[src/rtl/apb_sched_pkg.sv]
// Shared types and bus widths for the APB request scheduler slice.
// Widths mirror the apb_bridge command side (32-bit address/data, byte strobes).
package apb_sched_pkg;

  localparam int unsigned ADDR_WIDTH = 32;
  localparam int unsigned DATA_WIDTH = 32;
  localparam int unsigned STRB_SIZE  = DATA_WIDTH / 8;

  typedef enum logic [1:0] {
    IDLE,
    BUSY,
    RESP
  } sched_state_e;

  typedef struct packed {
    logic                  wr;
    logic [STRB_SIZE-1:0]  strb;
    logic [ADDR_WIDTH-1:0] addr;
    logic [DATA_WIDTH-1:0] wdata;
  } apb_cmd_t;

endpackage

[src/rtl/apb_rr_arbiter.sv]
// Round-robin arbiter: combinational one-hot grant searching from a registered
// pointer; on advance the pointer moves to one past the served requester.
module apb_rr_arbiter #(
  parameter int unsigned NREQ = 2,
  parameter int unsigned IW   = (NREQ > 1) ? $clog2(NREQ) : 1
) (
  input  logic            clk,
  input  logic            rst_n,
  input  logic [NREQ-1:0] req_i,
  input  logic            advance_i,
  input  logic [IW-1:0]   adv_idx_i,
  output logic [NREQ-1:0] gnt_o,
  output logic [IW-1:0]   idx_o
);

  logic [IW-1:0] ptr_q;

  always_comb begin
    automatic logic        found = 1'b0;
    automatic int unsigned c     = 0;
    gnt_o = '0;
    idx_o = '0;
    for (int unsigned k = 0; k < NREQ; k++) begin
      c = (32'(ptr_q) + k) % NREQ;
      if (!found && req_i[c]) begin
        found    = 1'b1;
        gnt_o[c] = 1'b1;
        idx_o    = IW'(c);
      end
    end
  end

  always_ff @(posedge clk or negedge rst_n) begin
    if (!rst_n) begin
      ptr_q <= '0;
    end else if (advance_i) begin
      ptr_q <= (adv_idx_i == IW'(NREQ - 1)) ? '0 : adv_idx_i + 1'b1;
    end
  end

endmodule

[src/rtl/apb_req_sched.sv]
// Round-robin scheduler sharing one apb_bridge command port among NREQ requesters.
// Optional BUSY-timeout abort is enabled by defining APB_SCHED_TIMEOUT_EN.
import apb_sched_pkg::*;

module apb_req_sched #(
  parameter int unsigned NREQ        = 2,
  parameter int unsigned TIMEOUT_CYC = 64
) (
  input  logic                                 clk,
  input  logic                                 rst_n,
  input  logic [NREQ-1:0]                      req_valid,
  input  logic [NREQ-1:0]                      req_wr,
  input  logic [NREQ-1:0][STRB_SIZE-1:0]       req_strb,
  input  logic [NREQ-1:0][ADDR_WIDTH-1:0]      req_addr,
  input  logic [NREQ-1:0][DATA_WIDTH-1:0]      req_wdata,
  output logic [NREQ-1:0]                      req_ready,
  output logic [NREQ-1:0]                      rsp_valid,
  output logic [DATA_WIDTH-1:0]                rsp_rdata,
  output logic                                 rsp_err,
  output logic                                 br_trnsfr,
  output logic                                 br_wr,
  output logic [STRB_SIZE-1:0]                 br_strb,
  output logic [ADDR_WIDTH-1:0]                br_address,
  output logic [DATA_WIDTH-1:0]                br_data_in,
  input  logic [DATA_WIDTH-1:0]                br_data_out,
  input  logic                                 br_done
);

  localparam int unsigned IW = (NREQ > 1) ? $clog2(NREQ) : 1;

  if (NREQ < 2 || TIMEOUT_CYC < 1) begin : g_cfg_check
    $error("apb_req_sched: NREQ must be >= 2 and TIMEOUT_CYC >= 1");
  end

  sched_state_e          state_q;
  apb_cmd_t              cmd_q;
  logic [IW-1:0]         gidx_q;
  logic [NREQ-1:0]       req_ready_q;
  logic [NREQ-1:0]       rsp_valid_q;
  logic [DATA_WIDTH-1:0] rsp_rdata_q;
  logic                  br_trnsfr_q;

  logic [NREQ-1:0]       arb_gnt;
  logic [IW-1:0]         arb_idx;
  logic                  advance;
  logic [NREQ-1:0]       gidx_onehot;

  assign advance     = (state_q == RESP);
  assign gidx_onehot = NREQ'(1) << gidx_q;

  apb_rr_arbiter #(
    .NREQ (NREQ),
    .IW   (IW)
  ) u_arb (
    .clk       (clk),
    .rst_n     (rst_n),
    .req_i     (req_valid),
    .advance_i (advance),
    .adv_idx_i (gidx_q),
    .gnt_o     (arb_gnt),
    .idx_o     (arb_idx)
  );

`ifdef APB_SCHED_TIMEOUT_EN
  localparam int unsigned CW = $clog2(TIMEOUT_CYC + 1);
  logic [CW-1:0] tcnt_q;
  logic [CW-1:0] tcnt_d;
  logic          rsp_err_q;
  logic          timeout;

  assign tcnt_d  = tcnt_q + 1'b1;
  assign timeout = (tcnt_d == CW'(TIMEOUT_CYC));
  assign rsp_err = rsp_err_q;
`else
  assign rsp_err = 1'b0;
`endif

  always_ff @(posedge clk or negedge rst_n) begin
    if (!rst_n) begin
      state_q     <= IDLE;
      cmd_q       <= '0;
      gidx_q      <= '0;
      req_ready_q <= '0;
      rsp_valid_q <= '0;
      rsp_rdata_q <= '0;
      br_trnsfr_q <= 1'b0;
`ifdef APB_SCHED_TIMEOUT_EN
      tcnt_q      <= '0;
      rsp_err_q   <= 1'b0;
`endif
    end else begin
      req_ready_q <= '0;
      rsp_valid_q <= '0;
      unique case (state_q)
        IDLE: begin
          if (|req_valid) begin
            cmd_q.wr    <= req_wr[arb_idx];
            cmd_q.strb  <= req_strb[arb_idx];
            cmd_q.addr  <= req_addr[arb_idx];
            cmd_q.wdata <= req_wdata[arb_idx];
            gidx_q      <= arb_idx;
            req_ready_q <= arb_gnt;
            br_trnsfr_q <= 1'b1;
            state_q     <= BUSY;
`ifdef APB_SCHED_TIMEOUT_EN
            tcnt_q      <= '0;
`endif
          end
        end
        BUSY: begin
          // br_done takes precedence over a timeout landing in the same cycle
          if (br_done) begin
            rsp_valid_q <= gidx_onehot;
            rsp_rdata_q <= cmd_q.wr ? '0 : br_data_out;
            br_trnsfr_q <= 1'b0;
            state_q     <= RESP;
`ifdef APB_SCHED_TIMEOUT_EN
            rsp_err_q   <= 1'b0;
          end else if (timeout) begin
            rsp_valid_q <= gidx_onehot;
            rsp_rdata_q <= '0;
            rsp_err_q   <= 1'b1;
            br_trnsfr_q <= 1'b0;
            state_q     <= RESP;
          end else begin
            tcnt_q      <= tcnt_d;
`endif
          end
        end
        RESP: begin
          rsp_rdata_q <= '0;
`ifdef APB_SCHED_TIMEOUT_EN
          rsp_err_q   <= 1'b0;
`endif
          state_q     <= IDLE;
        end
        default: state_q <= IDLE;
      endcase
    end
  end

  assign req_ready  = req_ready_q;
  assign rsp_valid  = rsp_valid_q;
  assign rsp_rdata  = rsp_rdata_q;
  assign br_trnsfr  = br_trnsfr_q;
  assign br_wr      = cmd_q.wr;
  assign br_strb    = cmd_q.strb;
  assign br_address = cmd_q.addr;
  assign br_data_in = cmd_q.wdata;

endmodule

[config.mk]
export PLATFORM = sky130hd
export DESIGN_NAME = apb_req_sched
export DESIGN_NICKNAME = d
export VERILOG_FILES = /design/src/rtl/apb_sched_pkg.sv /design/src/rtl/apb_rr_arbiter.sv /design/src/rtl/apb_req_sched.sv
export SDC_FILE = /design/constraint.sdc
export NUM_CORES = 1
export LEC_CHECK = 0
export ABC_AREA = 1
export CORE_MARGIN = 2
export CORE_UTILIZATION = 43
export DETAILED_ROUTE_END_ITERATION = 16
export GPL_ROUTABILITY_DRIVEN = 1
export PLACE_DENSITY = 0.95
export SYNTH_ARGS = -nofsm -noshare
export SYNTH_HDL_FRONTEND = slang
export SYNTH_SLANG_ARGS = --single-unit
[constraint.sdc]
create_clock -name clk -period 2.77 [get_ports clk]
set_clock_uncertainty 0.2 [all_clocks]
set_input_delay 0.554 -clock clk [delete_from_list [all_inputs] [get_ports clk]]
set_output_delay 0.554 -clock clk [all_outputs]
set_load 0.005 [all_outputs]
# Word level (Yosys, flattened, before mapping)
# Index checks and enable logic that the tools add are counted.
[totals] regBits=110 in_bits=175 output_inout_bits=107 word_cells=71
[classes] add_sub_neg=2 magnitude_cmp=5 n_eq_ne=4 shift=1 n_mux=35 bitwise_logic=1 n_reduce_logical=12
[op_table] operator="32-bit 2-to-1 mux" count=6
[op_table] operator="32-bit case mux with 2 select lines" count=1
[op_table] operator="2-bit 2-to-1 mux" count=8
[op_table] operator="1-bit 2-to-1 mux" count=14
[op_table] operator="4-bit 2-to-1 mux" count=2
[op_table] operator="1-bit by 2-bit < comparator with 1-bit output, second input constant" count=3
[op_table] operator="2-bit AND reduction" count=3
[op_table] operator="2-bit != test, second input constant" count=2
[op_table] operator="2-bit case mux with 2 select lines" count=1
[op_table] operator="2-bit nonzero test" count=2
[op_table] operator="1-bit logical AND" count=3
[op_table] operator="3-bit AND reduction" count=1
[op_table] operator="1-bit adder, second input constant" count=2
[op_table] operator="1-bit demux with 1-bit select" count=2
[op_table] operator="2-bit by 1-bit equality test with 1-bit output, second input constant" count=1
[op_table] operator="2-bit equality test, second input constant" count=1
[op_table] operator="1-bit greater-or-equal comparator, second input constant" count=2
[op_table] operator="2-bit zero test" count=1
[op_table] operator="2-bit bitwise OR" count=1
[op_table] operator="1-bit case mux with 2 select lines" count=1
[op_table] operator="2-bit OR reduction" count=1
[op_table] operator="1-bit by 1-bit << shifter with 2-bit output, first input constant" count=1
[op_table] operator="1-bit zero test" count=1

# Longest topological paths before layout
# Gate-level depths: netlist (run 1).
[logic_depth] depth_word=9 mapped_depth=7 ltp_nobuf=6

# Modules after synthesis
# Synthesis (run 1) repeated with hierarchy kept, for this count alone.
[unflattened] hier_cells=769 hier_area_um2=5435.2
[by_module_without_submodules] module="apb_req_sched" instances=1 cells_per_inst=757 area_each_um2=5367.6 seq_area_each_um2=2727.6
[by_module_without_submodules] module="apb_rr_arbiter" instances=1 cells_per_inst=12 area_each_um2=67.6 seq_area_each_um2=25.0

# Worst setup path after synthesis (run 1)
# No wires, ideal clock.
[synth_path] path_kind="input -> register" from="in req_valid[0]" to="reg cmd_q, in the netlist br_address[0]" setup_ns=0.118 t_arrival_ns=1.161 required_time_ns=2.452 slack_ns=1.292 stages=6 n_path_buf=1 path_cell_list="inv_1 -> nand2_2 -> clkbuf_1 -> nand3_1 -> nand3_1 -> nand2_1"
[synth_between] elab_chain_len=8 word_cells_on_any_way=13 classes_between="mux (9); reduce/logical (4)"
[synth_rtl] element="start, declared" line="apb_req_sched.sv:11" rtl="input logic [NREQ-1:0] req_valid,"
[synth_rtl] element="1-bit 2-to-1 mux (implied by the code) (2 in series)" line="apb_rr_arbiter.sv:25" rtl="if (!found && req_i[c]) begin"
[synth_rtl] element="1-bit 2-to-1 mux" line="apb_rr_arbiter.sv:25"
[synth_rtl] element="1-bit zero test" line="apb_rr_arbiter.sv:25"
[synth_rtl] element="1-bit logical AND" line="apb_rr_arbiter.sv:25"
[synth_rtl] element="1-bit 2-to-1 mux" line="apb_rr_arbiter.sv:25"
[synth_rtl] element="32-bit 2-to-1 mux (implied by the code) (2 in series)" line="apb_req_sched.sv:99" rtl="cmd_q.addr <= req_addr[arb_idx];"
[synth_rtl] element="end, declared" line="apb_req_sched.sv:36" rtl="apb_cmd_t cmd_q;"
# Parallel ways exist; a longest one is shown, timed or not. The select of a mux whose other input is x is not followed.
# A chain may end at the register's enable or synchronous reset.

# Worst setup path in the final report (run 1)
[layout_path] from="reg cmd_q, in the netlist br_wr" to="out br_wr"
[layout_lines] element="end, declared" line="apb_req_sched.sv:21" rtl="output logic br_wr,"
# No word-level cell between the ends.

==> results of run 1 <==
==> per-layer routing <==
layer | part of all wire, % | routed length [um]
met2 | 50 | 8805
met1 | 38 | 6751
met5 | 0 | 0
met4 | 2.6 | 463
met3 | 8.8 | 1540
==> sequential cells by signal (all words and copies together) (netlist names) <==
name and count:
rsp_valid 2, br_data_in 32, u_arb.ptr_q 1, br_address 32
br_trnsfr 1, state_q 2, rsp_rdata 32, req_ready 2
br_strb 4, br_wr 1, gidx_q 1
==> synthesized netlist by cell type <==
cell type and number:
nor2_1 5, inv_2 3, nand2_2 3, o21ai_1 1
clkbuf_1 9, inv_1 142, nor2_4 2, nand2_1 279
dfrtp_1 110, o21ai_0 1, buf_1 6, nand3_1 170
buf_2 24, o31ai_1 1, buf_4 6, conb_1 1
==> cell families (layout without fill, tap and decap cells) <==
group,count (synthesis),count (layout)
AOI/OAI and AO/OA,3,3
DFF,110,110
buffers and inverters,190,457
and+or+nand+nor,459,459
other,1,1
==> power by group <==
| group | total [W] | internal (W) | switching, W |
|---|---|---|---|
| sequential | 0.00274 | 0.00231 | 0.000424 |
| clock | 0.00137 | 0.000792 | 0.000581 |
| combinational | 0.00362 | 0.00192 | 0.00170 |
| total | 0.00773 | 0.00503 | 0.00270 |
==> layout make-up <==
class	count	area share (%)
clock buffer	10	2.607
clock inverter	6	0.9830
inverter	145	6.197
multi-input combinational	463	22.57
sequential	110	31.34
tap	172	2.450
timing repair buffer	296	33.85
==> final timing paths <==
check,slack [ns],endpoint,cells after the start
min,0.28,br_trnsfr,2
min in group asynchronous,0.42,rsp_rdata[13],2
max reg2reg,1.09,br_address[1],6
max in group asynchronous,1.30,br_address[29],3
max,0.68,br_wr,1
min reg2reg,0.28,br_trnsfr,2
==> through the flow <==
step | hold WS (ns) | instance area (sq um) | util [%] | power (W)
after floorplan | 0.05841 | 5498 | - | 0.004249
after global placement | 0.2374 | 8457 | 67.29 | 0.006245
after detailed placement | 0.2402 | 8457 | 67.29 | 0.006382
after CTS | 0.2716 | 8782 | 69.88 | 0.007787
after global routing | 0.2949 | 8782 | 69.88 | 0.008292
final | 0.2775 | 8782 | 69.88 | 0.007731
==> repair_timing <==
item / CTS / global route
hold buffers: 1 / 0
gates resized for setup: 0 / 0
endpoints found under the hold margin: 15 / 0
==> out/summary.md, run 1 <==
Clock tree
- **TritonCTS clock tree** done
- **number of buffers on the longest clock path** 2
- **total clock sinks** 110
- **buffer cell driving the clock tree root** clkbuf_16
- **setup bufs post-CTS** 0
- **clock slew seen by the registers of the worst setup and hold paths** 0.07 ns
- **total number of H-tree levels** 3
- **Worst-Skew Late Latency** 0.34 ns
- **number of clock buffers inserted by TritonCTS** 9

Synthesis
- **number of different library cells in the post-synthesis netlist** 16
- **mux share of post-synthesis cell area** 0%
- **number of flip-flops and latches in the synthesized netlist** 110
- **Net Count, Synth** 938
- **Synth warnings** 0
- **Adder-Cell Fraction of Synth Area** 0%
- **main area contributors after synthesis** dfrtp_1 50%, nand2_1 19%, nand3_1 15%
- **post-synth top area cell** dfrtp_1
- **Post-Synth XOR/XNOR Area** 0%
- **area share of the largest cell type after synthesis** 50.07%
- **Synth Area in Compound Gates** 0.3186%
- **post-synthesis cell count** 763
- **post-synthesis cell area** 0.005498 sq mm
- **area share of and/or/nand/nor cells after synthesis** 35.62%
- **Mean Syn Cell Area** 7.205 sq um
- **register area share after synthesis** 50.07%
- **largest family of logic cells by synthesized area** simple AND/OR/NAND/NOR gates

Min path
- **hold wc startpoint** br_trnsfr
- **Min-Delay Path Class** reg2reg

Global route
- **grt total ovfl** 0
- **GRT busiest layer** met2
- **number of antenna violations at the first check in global routing** 0
- **routing usage on met1** 30.28%
- **pin count of the biggest net entering global routing** 71
- **number of global-route vias before repair** 5519
- **GR met3 Demand/Resource** 5.922%
- **global-route wire length before repair** 26780 um
- **global-route usage over all layers** 25.20%
- **met2 Use GR** 43.66%

Run
- **max-cap viol count** 0

STA
- **share of the cycle needed by the critical path after routing** 75.59%
- **worst path setup slack after routing** 0.6760 ns
- **final-report setup violation count** 0
- **setup TNS** 0 ns
- **maximum clock frequency** 477.6 MHz
- **number of pins exceeding their max-slew limit in the final report** 0
- **Final Hold Viols** 0
- **final critical-path required period** 2.094 ns
- **setup repair after global routing missed its margin** false

Floorplan
- **standard-cell rows** 41
- **area of the die** 0.01371 sq mm
- **Core Area** 0.01257 sq mm
- **Die Span X** 117.1 um
- **Vert. Die Dim** 117.1 um
- **starting utilization of the core area** 43.74%
- **total I/O pin count** 282

Critical path
- **category of cells accounting for the largest share of critical-path delay** buffers and inverters
- **first element of the critical path** br_wr
- **Critical Path RT** 2.02 ns
- **worst endpoint data arrival time** 1.34 ns
- **delay contributed by the slowest stage of the critical path** 0.58 ns
- **kind of capture point of the worst setup path** primary output
- **r2r startpoint** state_q[1]
- **CP bufs+invs** 1
- **cells along the critical path** clkdlybuf4s50_1
- **slowest CP cell** clkdlybuf4s50_1
- **largest driver fanout on the critical path** 3
- **Worst Path Class, Setup** reg2out
- **Worst setup SP type** register

Drt
- **Wirelength per Cell** 14.61 um
- **Final ANT Viol Nets** 0
- **Iter 0 DRT Violations** 469
- **routed via count divided by cell count** 4.830
- **DRT Wirelength** 17560 um
- **vias after detailed routing** 5806
- **DRT Pass-1 Iters** 7
- **DRC violation count after routing** 0

Finish
- **combined area of the multi-input logic cells** 0.001982 sq mm
- **count of fill cells added during filler insertion** 984
- **post-layout instance count excluding filler cells** 1202
- **most frequent cells in the layout** 279 x clkdlybuf4s50_1, 278 x nand2_1, 170 x nand3_1
- **number of diodes added for antenna fixing** 0
- **share of post-route cells with drive strength above 1** 3.883%
- **layout-stage area growth over the synthesis result** 59.74%
- **post-layout net count** 1200
- **most common cell after layout, fill and taps aside** clkdlybuf4s50_1
- **sequential cell area** 0.002753 sq mm

Placement
- **routability congestion estimate** 0.8149
- **Detailed Place HPWL** 12830 um
- **pre-CTS setup slack** 0.4846 ns
- **dpl cells** 1185
- **# port buffers** 280

Power and ir drop
- **maximum vdd drop** 0.4343 mV
- **Pwr per Cell Area** 880.3 mW/mm^2
- **reported leakage power** 4.661 nW

Status
- **outcome** finished clean

(Power assumes the default switching activity.)
==> run 2, diff against run 1 <==
Settings changed: CORE_UTILIZATION 43 to 36, PLACE_DENSITY 0.95 to 0.89.
Clock period 2.77 ns to 1.7 ns, I/O delays scaled along.
==> run 2 against run 1 <==
  * Sequential power increased by 60%
  * Flip-flop and latch count unchanged
  * Critical endpoint is now br_address[0]
  * Global-route usage decreased by 3.6 points
  * Highest routed layer unchanged
  * Wire length increased by 2.2%
  * Critical path depth is 6 higher
  * Utilization is 10 points lower
  * Largest cell class unchanged
==> out/summary.md, run 2 (synthesis gave the netlist of run 1 again) <==
Status
- **outcome** finished clean

Power and ir drop
- **net switching share of the total power** 35.43%
- **Comb power frac** 45.9%
- **maximum vdd drop** 0.6374 mV
- **reported leakage power** 5.123 nW
- **Internal Power** 0.008133 W
- **Pwr per Cell Area** 1394 mW/mm^2
- **part of the total power dissipated in sequential elements** 34.8%
- **sw power** 0.004463 W
- **portion of total power attributed to the clock network** 19.4%

Clock tree
- **number of buffers on the longest clock path** 2
- **TritonCTS clock tree** done
- **buffer cell driving the clock tree root** clkbuf_16
- **Worst-Skew Late Latency** 0.34 ns
- **total number of H-tree levels** 3
- **total clock sinks** 110
- **clock slew seen by the registers of the worst setup and hold paths** 0.07 ns
- **number of clock buffers inserted by TritonCTS** 9

STA
- **setup repair after global routing missed its margin** false
- **final-report setup violation count** 0
- **Final Hold Viols** 0
- **worst hold slack** 0.2762 ns
- **setup TNS** 0 ns
- **final critical-path required period** 1.600 ns
- **number of pins exceeding their max-slew limit in the final report** 0
- **share of the cycle needed by the critical path after routing** 94.14%
- **maximum clock frequency** 624.8 MHz

Global route
- **pin count of the biggest net entering global routing** 70
- **routing usage on met1** 25.39%
- **met2 Use GR** 37.65%
- **global-route usage over all layers** 21.58%
- **global-route wire length before repair** 28130 um
- **GRT busiest layer** met2
- **number of antenna violations at the first check in global routing** 0
- **number of global-route vias before repair** 5797
- **GR met3 Demand/Resource** 4.313%
- **grt total ovfl** 0

Finish
- **most frequent cells in the layout** 278 x nand2_1, 173 x clkdlybuf4s50_1, 170 x nand3_1
- **count of fill cells added during filler insertion** 1316
- **most common cell after layout, fill and taps aside** nand2_1
- **sequential cell area** 0.002753 sq mm
- **layout-stage area growth over the synthesis result** 64.31%
- **post-layout net count** 1225
- **combined area of the multi-input logic cells** 0.001982 sq mm
- **share of post-route cells with drive strength above 1** 6.161%
- **number of diodes added for antenna fixing** 0

Drt
- **Final ANT Viol Nets** 0
- **Iter 0 DRT Violations** 285
- **vias after detailed routing** 5905
- **DRT Wirelength** 17940 um
- **Wirelength per Cell** 14.43 um
- **DRT Pass-1 Iters** 5
- **routed via count divided by cell count** 4.751
- **DRC violation count after routing** 0

Critical path
- **setup slack of the worst register-to-register path** 0.20 ns
- **kind of capture point of the worst setup path** register
- **Worst setup SP type** primary input
- **largest driver fanout on the critical path** 40
- **termination of the worst setup path** br_address[0]
- **r2r startpoint** state_q[1]
- **depth of the worst register-to-register path** 7
- **Worst Path Class, Setup** in2reg
- **Critical Path RT** 1.74 ns
- **first element of the critical path** req_valid[1]
- **worst endpoint data arrival time** 1.64 ns
- **capture point of the worst reg-to-reg path** br_data_in[17]

Floorplan
- **standard-cell rows** 45
- **Vert. Die Dim** 127.6 um
- **starting utilization of the core area** 36.43%
- **Core Area** 0.01509 sq mm
- **area of the die** 0.01628 sq mm
- **total I/O pin count** 282
- **Die Span X** 127.6 um

Min path
- **Min-Delay Path Class** reg2reg

Run
- **max-cap viol count** 0

Placement
- **# port buffers** 280
- **Detailed Place HPWL** 12510 um
- **routability congestion estimate** 0.8553

==> run 2: metal layers <==
| metal | part of all wire (%) | up-vias |
|---|---|---|
| met5 | 0 | - |
| met4 | 3.3 | 0 |
| met3 | 7.5 | 43 |
| met2 | 50 | 278 |
| met1 | 39 | 2720 |
| li1 | - | 2864 |
==> run 2: power groups by stage <==
stage	Combinational [W]	Clock, W	Sequential (W)
final	0.00578	0.00244	0.00438
after global routing	0.00639	0.00260	0.00452
after CTS	0.00582	0.00250	0.00438
after detailed placement	0.00621	0	0.00448
after global placement	0.00599	0	0.00446
after floorplan	0.00244	0	0.00448
==> run 2: worst min-delay path by stage <==
stage              startpoint              to  slack [ns]  depth (start not counted)
4_1_cts        br_address[13]  br_address[13]        0.28                          2
2_1_floorplan           rst_n   br_address[0]       -0.16                          0
3_5_place_dp            rst_n    rsp_rdata[7]        0.16                          2
5_1_grt         br_address[8]   br_address[8]        0.30                          2
3_3_place_gp            rst_n    rsp_rdata[7]        0.16                          2
6_report       br_data_in[18]  br_data_in[18]        0.28                          2
==> run 2: layout make-up <==
| class | count | area share [%] |
|---|---|---|
| tap | 188 | 2.604 |
| multi-input combinational | 463 | 21.94 |
| clock inverter | 5 | 1.177 |
| clock buffer | 11 | 2.687 |
| timing repair buffer | 321 | 35.10 |
| sequential | 110 | 30.47 |
| inverter | 145 | 6.025 |
==> run 2: through the flow <==
stage / utilization [%] / total power [W] / std cells / area, sq um / setup slack (ns)
5_1_grt: 59.87 / 0.01351 / 1243 / 9034 / 0.01308
3_5_place_dp: 57.16 / 0.01068 / 1204 / 8625 / -0.2556
3_3_place_gp: 57.16 / 0.01045 / 1204 / 8625 / -0.1775
4_1_cts: 59.70 / 0.01270 / 1242 / 9009 / 0.1004
6_report: 59.87 / 0.01260 / 1243 / 9034 / 0.09957
2_1_floorplan: - / 0.006924 / 763 / 5498 / 0.3790
==> run 2: what timing repair did <==
| action | in CTS | in global routing |
|---|---|---|
| setup buffers | 21 | 0 |
| cloned | 0 | 1 |
| gates resized for setup | 106 | 0 |
| hold buffers | 1 | 0 |
| endpoints found under the setup margin | 106 | 7 |
| hold endpoints to repair | 110 | 0 |
==> run 2: critical path, cell delays in order <==
cell             delay [ns]
clkdlybuf4s50_1        0.52
nand2_2                0.13
nand2_2                0.15
buf_12                 0.21
nand2_1                0.10
nand3_1                0.09
nand2_1                0.06
